===== src/rtl/store_align_unit_if.sv =====
// Store request / data-memory write port bundle for store_align_unit.
// master = execute stage + memory side, slave = the align unit.
interface store_align_unit_if #(
  parameter int unsigned ADDR_W = 32
) ();
  logic              req_valid;
  logic              req_ready;
  logic [ADDR_W-1:0] req_addr;
  logic [31:0]       req_data;
  logic [2:0]        req_type;
  logic              mem_req;
  logic              mem_gnt;
  logic [ADDR_W-1:0] mem_addr;
  logic [31:0]       mem_wdata;
  logic [3:0]        mem_be;
  logic              done;
  logic              err;

  modport master (
    output req_valid, req_addr, req_data, req_type, mem_gnt,
    input  req_ready, mem_req, mem_addr, mem_wdata, mem_be, done, err
  );

  modport slave (
    input  req_valid, req_addr, req_data, req_type, mem_gnt,
    output req_ready, mem_req, mem_addr, mem_wdata, mem_be, done, err
  );
endinterface


===== src/rtl/store_align_unit.sv =====
// Store lane alignment and byte-enable generation onto a word-addressed req/gnt write port.
// `define MISALIGN_SPLIT_EN splits misaligned SH/SW into two beats; otherwise they are rejected.
module store_align_unit #(
  parameter int unsigned ADDR_W = 32
) (
  input logic              clk,
  input logic              rst_n,
  store_align_unit_if.slave bus
);

  localparam logic [1:0] IDLE  = 2'd0;
  localparam logic [1:0] BEAT0 = 2'd1;
`ifdef MISALIGN_SPLIT_EN
  localparam logic [1:0] BEAT1 = 2'd2;
`endif

  localparam logic [2:0] TYPE_SB = 3'b000;
  localparam logic [2:0] TYPE_SH = 3'b001;
  localparam logic [2:0] TYPE_SW = 3'b010;

  logic [1:0]        state_q, state_d;
  logic [ADDR_W-1:0] addr_q, addr_d;
  logic [3:0]        be_q, be_d;
  logic [31:0]       wdata_q, wdata_d;
  logic              req_q, req_d;
  logic              done_q, done_d;
  logic              err_q, err_d;
`ifdef MISALIGN_SPLIT_EN
  logic              split_q, split_d;
  logic [3:0]        hi_be_q, hi_be_d;
  logic [31:0]       hi_wdata_q, hi_wdata_d;
`endif

  // Lane math on the incoming request
  logic [1:0]  k;
  logic [3:0]  mask;
  logic [31:0] sized;
  logic [3:0]  be_lo;
  logic [31:0] wdata_lo;
  logic        legal;
  logic        misaligned;
  logic        reject;
  logic        accept;
  logic        last_gnt;

  assign k = bus.req_addr[1:0];

  always_comb begin
    mask  = 4'b0000;
    legal = 1'b1;
    case (bus.req_type)
      TYPE_SB: mask = 4'b0001;
      TYPE_SH: mask = 4'b0011;
      TYPE_SW: mask = 4'b1111;
      default: legal = 1'b0;
    endcase
  end

  always_comb begin
    sized = '0;
    for (int i = 0; i < 4; i++) begin
      sized[8*i +: 8] = mask[i] ? bus.req_data[8*i +: 8] : 8'h00;
    end
  end

  assign be_lo      = mask << k;
  assign wdata_lo   = sized << {k, 3'b000};
  assign misaligned = ((bus.req_type == TYPE_SH) && (k == 2'd3)) ||
                      ((bus.req_type == TYPE_SW) && (k != 2'd0));

`ifdef MISALIGN_SPLIT_EN
  // Upper half of the 8-lane / 64-bit shifted view; shift counts of 4 and 32 yield zero.
  logic [3:0]  be_hi;
  logic [31:0] wdata_hi;
  assign be_hi    = mask >> (3'd4 - {1'b0, k});
  assign wdata_hi = sized >> (6'd32 - {1'b0, k, 3'b000});
  assign reject   = !legal;
`else
  assign reject   = !legal || misaligned;
`endif

  assign accept = bus.req_valid && (state_q == IDLE);

  always_comb begin
    state_d  = state_q;
    addr_d   = addr_q;
    be_d     = be_q;
    wdata_d  = wdata_q;
    req_d    = req_q;
    done_d   = 1'b0;
    err_d    = 1'b0;
    last_gnt = 1'b0;
`ifdef MISALIGN_SPLIT_EN
    split_d    = split_q;
    hi_be_d    = hi_be_q;
    hi_wdata_d = hi_wdata_q;
`endif

    case (state_q)
      IDLE: begin
        if (accept) begin
          if (reject) begin
            err_d = 1'b1;
          end else begin
            state_d = BEAT0;
            req_d   = 1'b1;
            addr_d  = {bus.req_addr[ADDR_W-1:2], 2'b00};
            be_d    = be_lo;
            wdata_d = wdata_lo;
`ifdef MISALIGN_SPLIT_EN
            split_d    = misaligned;
            hi_be_d    = be_hi;
            hi_wdata_d = wdata_hi;
`endif
          end
        end
      end
      BEAT0: begin
        if (bus.mem_gnt) begin
`ifdef MISALIGN_SPLIT_EN
          if (split_q) begin
            // Second beat follows with no gap; address wraps naturally at 2^ADDR_W.
            state_d = BEAT1;
            addr_d  = addr_q + ADDR_W'(4);
            be_d    = hi_be_q;
            wdata_d = hi_wdata_q;
          end else begin
            last_gnt = 1'b1;
          end
`else
          last_gnt = 1'b1;
`endif
        end
      end
`ifdef MISALIGN_SPLIT_EN
      BEAT1: begin
        if (bus.mem_gnt) begin
          last_gnt = 1'b1;
        end
      end
`endif
      default: begin
        state_d = IDLE;
        req_d   = 1'b0;
        be_d    = '0;
      end
    endcase

    if (last_gnt) begin
      state_d = IDLE;
      req_d   = 1'b0;
      addr_d  = '0;
      be_d    = '0;
      wdata_d = '0;
      done_d  = 1'b1;
    end
  end

  always_ff @(posedge clk or negedge rst_n) begin
    if (!rst_n) begin
      state_q <= IDLE;
      addr_q  <= '0;
      be_q    <= '0;
      wdata_q <= '0;
      req_q   <= 1'b0;
      done_q  <= 1'b0;
      err_q   <= 1'b0;
`ifdef MISALIGN_SPLIT_EN
      split_q    <= 1'b0;
      hi_be_q    <= '0;
      hi_wdata_q <= '0;
`endif
    end else begin
      state_q <= state_d;
      addr_q  <= addr_d;
      be_q    <= be_d;
      wdata_q <= wdata_d;
      req_q   <= req_d;
      done_q  <= done_d;
      err_q   <= err_d;
`ifdef MISALIGN_SPLIT_EN
      split_q    <= split_d;
      hi_be_q    <= hi_be_d;
      hi_wdata_q <= hi_wdata_d;
`endif
    end
  end

  assign bus.req_ready = (state_q == IDLE);
  assign bus.mem_req   = req_q;
  assign bus.mem_addr  = addr_q;
  assign bus.mem_be    = be_q;
  assign bus.mem_wdata = wdata_q;
  assign bus.done      = done_q;
  assign bus.err       = err_q;

endmodule


===== src/flat_wrapper.sv =====
// flat-port wrapper written by rule: the top's interface ports become plain ports
module store_align_unit_flat 
#(
  parameter int unsigned ADDR_W = 32
)
  (clk, rst_n, bus_req_valid, bus_req_addr, bus_req_data, bus_req_type, bus_mem_gnt, bus_req_ready, bus_mem_req, bus_mem_addr, bus_mem_wdata, bus_mem_be, bus_done, bus_err);
  store_align_unit_if #(.ADDR_W(ADDR_W)) bus_i ();
  input logic clk;
  input logic rst_n;
  input wire logic [$bits(bus_i.req_valid)-1:0] bus_req_valid;
  input wire logic [$bits(bus_i.req_addr)-1:0] bus_req_addr;
  input wire logic [$bits(bus_i.req_data)-1:0] bus_req_data;
  input wire logic [$bits(bus_i.req_type)-1:0] bus_req_type;
  input wire logic [$bits(bus_i.mem_gnt)-1:0] bus_mem_gnt;
  output wire logic [$bits(bus_i.req_ready)-1:0] bus_req_ready;
  output wire logic [$bits(bus_i.mem_req)-1:0] bus_mem_req;
  output wire logic [$bits(bus_i.mem_addr)-1:0] bus_mem_addr;
  output wire logic [$bits(bus_i.mem_wdata)-1:0] bus_mem_wdata;
  output wire logic [$bits(bus_i.mem_be)-1:0] bus_mem_be;
  output wire logic [$bits(bus_i.done)-1:0] bus_done;
  output wire logic [$bits(bus_i.err)-1:0] bus_err;
  assign bus_i.req_valid = bus_req_valid;
  assign bus_i.req_addr = bus_req_addr;
  assign bus_i.req_data = bus_req_data;
  assign bus_i.req_type = bus_req_type;
  assign bus_i.mem_gnt = bus_mem_gnt;
  assign bus_req_ready = bus_i.req_ready;
  assign bus_mem_req = bus_i.mem_req;
  assign bus_mem_addr = bus_i.mem_addr;
  assign bus_mem_wdata = bus_i.mem_wdata;
  assign bus_mem_be = bus_i.mem_be;
  assign bus_done = bus_i.done;
  assign bus_err = bus_i.err;
  store_align_unit #(.ADDR_W(ADDR_W)) u_core (.clk(clk), .rst_n(rst_n), .bus(bus_i));
endmodule

===== config.mk =====
export PLATFORM = sky130hd
export DESIGN_NAME = store_align_unit_flat
export DESIGN_NICKNAME = d
export VERILOG_FILES = /design/src/rtl/store_align_unit_if.sv /design/src/rtl/store_align_unit.sv /design/src/flat_wrapper.sv
export SDC_FILE = /design/constraint.sdc
export NUM_CORES = 1
export LEC_CHECK = 0
export CAP_MARGIN = 5
export CELL_PAD_IN_SITES_DETAIL_PLACEMENT = 1
export CELL_PAD_IN_SITES_GLOBAL_PLACEMENT = 2
export CORE_UTILIZATION = 25
export DETAILED_ROUTE_END_ITERATION = 6
export PLACE_DENSITY_LB_ADDON = 0.1
export SYNTH_ARGS = -nofsm -noshare
export SYNTH_HDL_FRONTEND = slang
export SYNTH_SLANG_ARGS = --single-unit

===== constraint.sdc =====
create_clock -name clk -period 2.3 [get_ports clk]
set_clock_uncertainty 0.15 [all_clocks]
set_input_delay 0.46 -clock clk [delete_from_list [all_inputs] [get_ports clk]]
set_output_delay 0.46 -clock clk [all_outputs]
set_load 0.05 [all_outputs]

==> Word level (Yosys, flattened, before mapping) <==
Cells that the tools add are included.
{ "word_totals": {"memories": 0, "regBits": 73, "wordCells": 63, "output_inout_bits": 72, "ramBits": 0, "latchBits": 0, "rom_bits": 0} }
{ "op_classes": {"add_sub_neg": 0, "n_mul": 0, "bitwise_logic": 0, "n_eq_ne": 8, "order_cmp": 0, "n_reduce_logical": 14, "muxes": 32, "div_mod_pow": 0, "shifts": 2} }
{ "op_table": {"columns": ["operator", "n"], "rows": [
  ["32-bit two-way mux", 8],
  ["8-bit two-way mux", 4],
  ["32-bit by 5-bit << shifter with 32-bit output", 1],
  ["4-bit two-way mux", 3],
  ["4-bit one-hot mux with 3 select lines", 1],
  ["1-bit two-way mux", 10],
  ["4-bit one-hot mux with 2 select lines", 1],
  ["2-bit two-way mux", 3],
  ["3-bit AND reduction", 2],
  ["2-bit nonzero test", 3],
  ["2-bit one-hot mux with 2 select lines", 1],
  ["4-bit by 2-bit << shifter with 4-bit output", 1],
  ["3-bit by 1-bit equality test with 1-bit output (second input constant)", 1],
  ["3-bit by 2-bit equality test with 1-bit output (second input constant)", 1],
  ["1-bit logical AND", 3],
  ["3-bit zero test", 1],
  ["3-bit by 1-bit inequality test with 1-bit output (second input constant)", 1],
  ["3-bit inequality test (second input constant)", 1],
  ["3-bit OR reduction", 1],
  ["2-bit by 1-bit equality test with 1-bit output (second input constant)", 1],
  ["2-bit equality test (second input constant)", 1],
  ["2-bit zero test", 1],
  ["1-bit logical OR", 2],
  ["2-bit by 1-bit inequality test with 1-bit output (second input constant)", 1],
  ["other kinds (3)", 3]
]} }

==> Longest topological paths before layout <==
{ "depth": {"ltp_word": 9, "mapped_depth": 7} }

==> Worst setup path before layout <==
OpenSTA, ideal clock, no wires.
{ "synth_timing": {"kind": "flip-flop to flip-flop", "start": "register, netlist name u_core.bus.mem_req", "end": "register u_core.addr_q[21] (netlist: u_core.bus.mem_addr[21])", "path_buffers": 2, "t_required_ns": 2.072, "arrival_time_ns": 1.645, "slack_ns": 0.427, "stages_incl_launch_ff": 7, "path_cell_list": "dfrtp_1 nor2b_1 a22oi_4 buf_6 buf_6 nand2_1 a21oi_1"} }
{ "synth_lines": {"columns": ["item", "line_no", "source"], "rows": [
  ["to (signal assigned)", "store_align_unit.sv:175", "addr_q <= addr_d;"],
  ["to (decl)", "store_align_unit.sv:22", "logic [ADDR_W-1:0] addr_q, addr_d;"]
]} }

==> Final worst setup path <==
{ "layout_timing": {"start": "input bus_req_type[1]", "end": "register u_core.wdata_q[17] (netlist: u_core.bus.mem_wdata[17])"} }
{ "layout_via": {"elab_chain_len": 8} }
{ "layout_lines": {"columns": ["item", "line_no", "source"], "rows": [
  ["from (decl)", "flat_wrapper.sv:13", "input wire logic [$bits(bus_i.req_type)-1:0] bus_req_type;"],
  ["3-bit by 2-bit equality test with 1-bit output, or another cell as far along", "store_align_unit.sv:51, store_align_unit.sv:69", null],
  ["4-bit one-hot mux with 3 select lines", "store_align_unit.sv:51", "case (bus.req_type)"],
  ["8-bit two-way mux", "store_align_unit.sv:62", "sized[8*i +: 8] = mask[i] ? bus.req_data[8*i +: 8] : 8'h00;"],
  ["32-bit by 5-bit << shifter with 32-bit output", "store_align_unit.sv:67", "assign wdata_lo = sized << {k, 3'b000};"],
  ["32-bit two-way mux", "store_align_unit.sv:102", "if (reject) begin"],
  ["32-bit two-way mux", "store_align_unit.sv:101", "if (accept) begin"],
  ["32-bit two-way mux", "store_align_unit.sv:99", "case (state_q)"],
  ["32-bit two-way mux", "store_align_unit.sv:149", "if (last_gnt) begin"],
  ["to (signal assigned)", "store_align_unit.sv:177", "wdata_q <= wdata_d;"],
  ["to (decl)", "store_align_unit.sv:24", "logic [31:0] wdata_q, wdata_d;"]
]} }
Parallel ways exist; a longest one is shown, timed or not. The select of a mux whose other input is x is not followed.
A chain may end at the register's enable or synchronous reset.

==> summary.txt <==
Yosys
  – FF+latch count, synth: 69
  – Synth Area in XOR/XNOR: 0.258%
  – Seq/Total Area, Yosys: 50.9%
  – Mapped Area: 0.00339 mm^2
  – Post-Synth Simple-Gate Area: 17.6%
  – EDFF count, synth: 0
  – Ys async rst share: 100%
  – Post-synthesis compound-gate area fraction: 23.0%
  – Mapped Cells: 332
  – Main combinational cell family by area after synthesis: compound AO/OA/AOI/OAI gates
  – Adder-cell share of the synthesized area: 0%
  – Post-synth top flop: dfrtp_1
  – Yosys cell types: 45
  – Synth Area per Inst: 10.2 um^2
  – YS warnings: 0
  – Mux share of post-synthesis cell area: 0.664%

Layout
  – FF/Latch Area: 0.00173 mm^2
  – Diode count: 0
  – Commonest cells after routing, fill and taps aside: clkdlybuf4s50_1, dfrtp_1, nand2_1, a21oi_1, buf_4
  – P&R area growth vs syn: 62.1%
  – Multi-input logic area: 0.00143 mm^2
  – Share of cells above drive strength 1: 14.7%
  – Fin nets: 564
  – Most common cell after layout, fill and taps aside: clkdlybuf4s50_1
  – Fill cells: 1,492

Detailed routing
  – # DRC: 0
  – Routed vias/inst: 4.66
  – Vias after detailed routing: 3,141
  – Drt initial violations: 190
  – 1st-pass router iterations: 6
  – ANT nets after route: 0
  – WL final: 11,100 um
  – WL/cell: 16.5 um

Hold path
  – Min-Delay Path Depth: 1
  – Hold Path Sink: u_core.bus.mem_be[0]
  – Hold Crit Class: flop to flop
  – Hold path start: u_core.bus.mem_be[0]

STA
  – Hold Violations, Final: 0
  – Final setup viols: 0
  – Max-slew headroom: 61.7%
  – Final min period: 2.16 ns
  – F_max: 0.463 GHz
  – Hold WS: 0.342 ns
  – Slew Limit Fails: 0
  – Worst-margin pin slew: 0.573 ns
  – RSZ-0062 raised after global routing: no
  – Fin crit share: 94.0%

Worst setup path
  – Worst R2R Setup Slack: 0.50 ns
  – Crit-path slowest cell: clkdlybuf4s50_1
  – RR Startpoint: u_core.bus.mem_req
  – Setup crit end kind: flop
  – Arrival @ worst endpoint: 2.22 ns
  – Critical path launch point type: input pin
  – Critical Path RT: 2.36 ns
  – CP max FO: 8
  – Worst reg-to-reg path cell count: 6
  – CP most frequent cell: buf_4
  – Critical Path Max Stage Delay: 0.49 ns
  – Worst Path Class, Setup: input pin to flop
  – CP cell instances: clkdlybuf4s50_1 > buf_4 > buf_4 > xnor2_2 > nor4b_4 > buf_4 > a222oi_1 > o21ai_1
  – Reg-to-reg critical path endpoint: u_core.bus.mem_wdata[25]

Placed design
  – I/O Buffers: 140
  – GP Congestion: 0.803
  – DP HPWL: 8120 um

Global route
  – Largest net degree at the start of global routing: 44
  – Global-route wire length before repair: 18,100 um
  – Gr usage total: 16.6%
  – Vias in the first global route: 3,292
  – Initial antenna violation count: 0
  – Grt ovf: 0

Floorplanning
  – I/O pin count: 143
  – Core outline area: 0.0132 mm^2
  – Initial Utilization: 25.6%
  – Die Y-Extent: 118 um
  – Die width: 118 um
  – Site Rows: 42
  – Full die area: 0.0140 mm^2

Clocking
  – Cts bufs inserted: 9
  – Clk sinks: 69
  – TritonCTS clock tree: done
  – H-tree depth: 3
  – Worst skew pair latency: 0.33 ns
  – Clk slew on worst S/H paths: 0.06 ns
  – Clock Tree Root: clkbuf_16
  – Maximum clock path buffer count: 2

Power and ir drop
  – Cell leakage power: 2.34 nW
  – Power density over the cells: 823 mW/mm^2
  – Peak VDD IR: 285 uV
  – Total power: 4.52 mW

Flow run
  – Max cap viols: 0

Outcome
  – Status: complete, no violations
==> sequential cells by signal, indices dropped and copies added (netlist names) <==
register / cells
u_core.bus.done: 1
u_core.bus.err: 1
u_core.bus.mem_addr: 30
u_core.bus.mem_be: 4
u_core.bus.mem_req: 1
u_core.bus.mem_wdata: 32
==> metrics by stage <==
step	worst slack, ns	util [%]	std cells	TNS (ns)	instance area, um^2
2_1_floorplan	0.427	-	333	0	3390
3_3_place_gp	-0.135	38.9	656	-1.19	5150
3_5_place_dp	-0.242	38.9	656	-2.65	5150
4_1_cts	0.111	41.3	673	0	5470
5_1_grt	0.0211	41.5	674	0	5500
6_report	0.139	41.5	674	0	5500
==> routing by layer <==
layer	share of wire [%]	track usage (%)
met5	0	0
met4	0.89	5.70
met1	47	22.2
met3	7.1	4.83
met2	45	25.5
==> cell usage after synthesis (4+ instances only) <==
master / instances / area [um^2]
dfrtp_1: 69 / 1730
nand2_1: 65 / 244
a21oi_1: 39 / 195
nor2b_1: 15 / 93.8
nand3_1: 14 / 70.1
buf_6: 11 / 124
o21ai_1: 10 / 50.1
a22o_1: 9 / 78.8
a211oi_1: 8 / 60.1
a222oi_1: 8 / 80.1
and3_1: 8 / 50.1
a22oi_1: 7 / 52.6
buf_4: 7 / 52.6
clkbuf_1: 7 / 26.3
o2bb2ai_1: 7 / 61.3
buf_2: 5 / 25.0
a31o_1: 4 / 35.0
inv_1: 4 / 15.0
==> final cells by class <==
type,instances,area share (%)
Timing Repair Buffer,180,32.5
Sequential cell,69,31.4
Multi-Input combinational cell,228,26.1
Clock buffer,13,4.92
Tap cell,176,4.01
Clock inverter,3,0.774
Inverter,5,0.341
==> where the power goes <==
part / internal (mW) / total (mW) / leakage [nW] / switching [mW]
registers: 1.38 / 1.47 / 0.925 / 0.0904
clock network: 0.927 / 1.44 / 0.152 / 0.510
logic: 0.607 / 1.61 / 1.26 / 1.01
==> critical path, delay by kind of cell <==
kind | cells | cell delay (ns)
AOI/OAI and AO/OA | 2 | 0.50
xor gates and xnor gates | 1 | 0.19
buffers and inverters | 4 | 0.99
and+or+nand+nor | 1 | 0.07
==> what timing repair did <==
action                                  4_1_cts  5_1_grt
buffers inserted                              0        1
hold endpoints to repair                     26        0
endpoints found under the setup margin        0        7
hold buffers                                  1        0
gates resized for setup                       0        2
==> cell families after synthesis <==
kind of cell	Yosys count
AOI/OAI and AO/OA	107
buffers and inverters	36
and+or+nand+nor	117
xor gates and xnor gates	1
DFF	69
muxes	1
other	1
==> how the worst max path moves through the flow <==
stage	startpoint	endpoint	slack, ns	depth (start not counted)
after global placement	bus_req_type[1]	u_core.bus.mem_wdata[22]	-0.14	7
after CTS	bus_req_type[1]	u_core.bus.mem_wdata[16]	0.11	7
after detailed placement	bus_req_type[2]	u_core.bus.mem_wdata[17]	-0.24	5
after global routing	bus_req_type[1]	u_core.bus.mem_wdata[23]	0.02	8
after floorplan	u_core.bus.mem_req	u_core.bus.mem_addr[21]	0.43	6
final	bus_req_type[1]	u_core.bus.mem_wdata[17]	0.14	8
(Power assumes the default switching activity.)
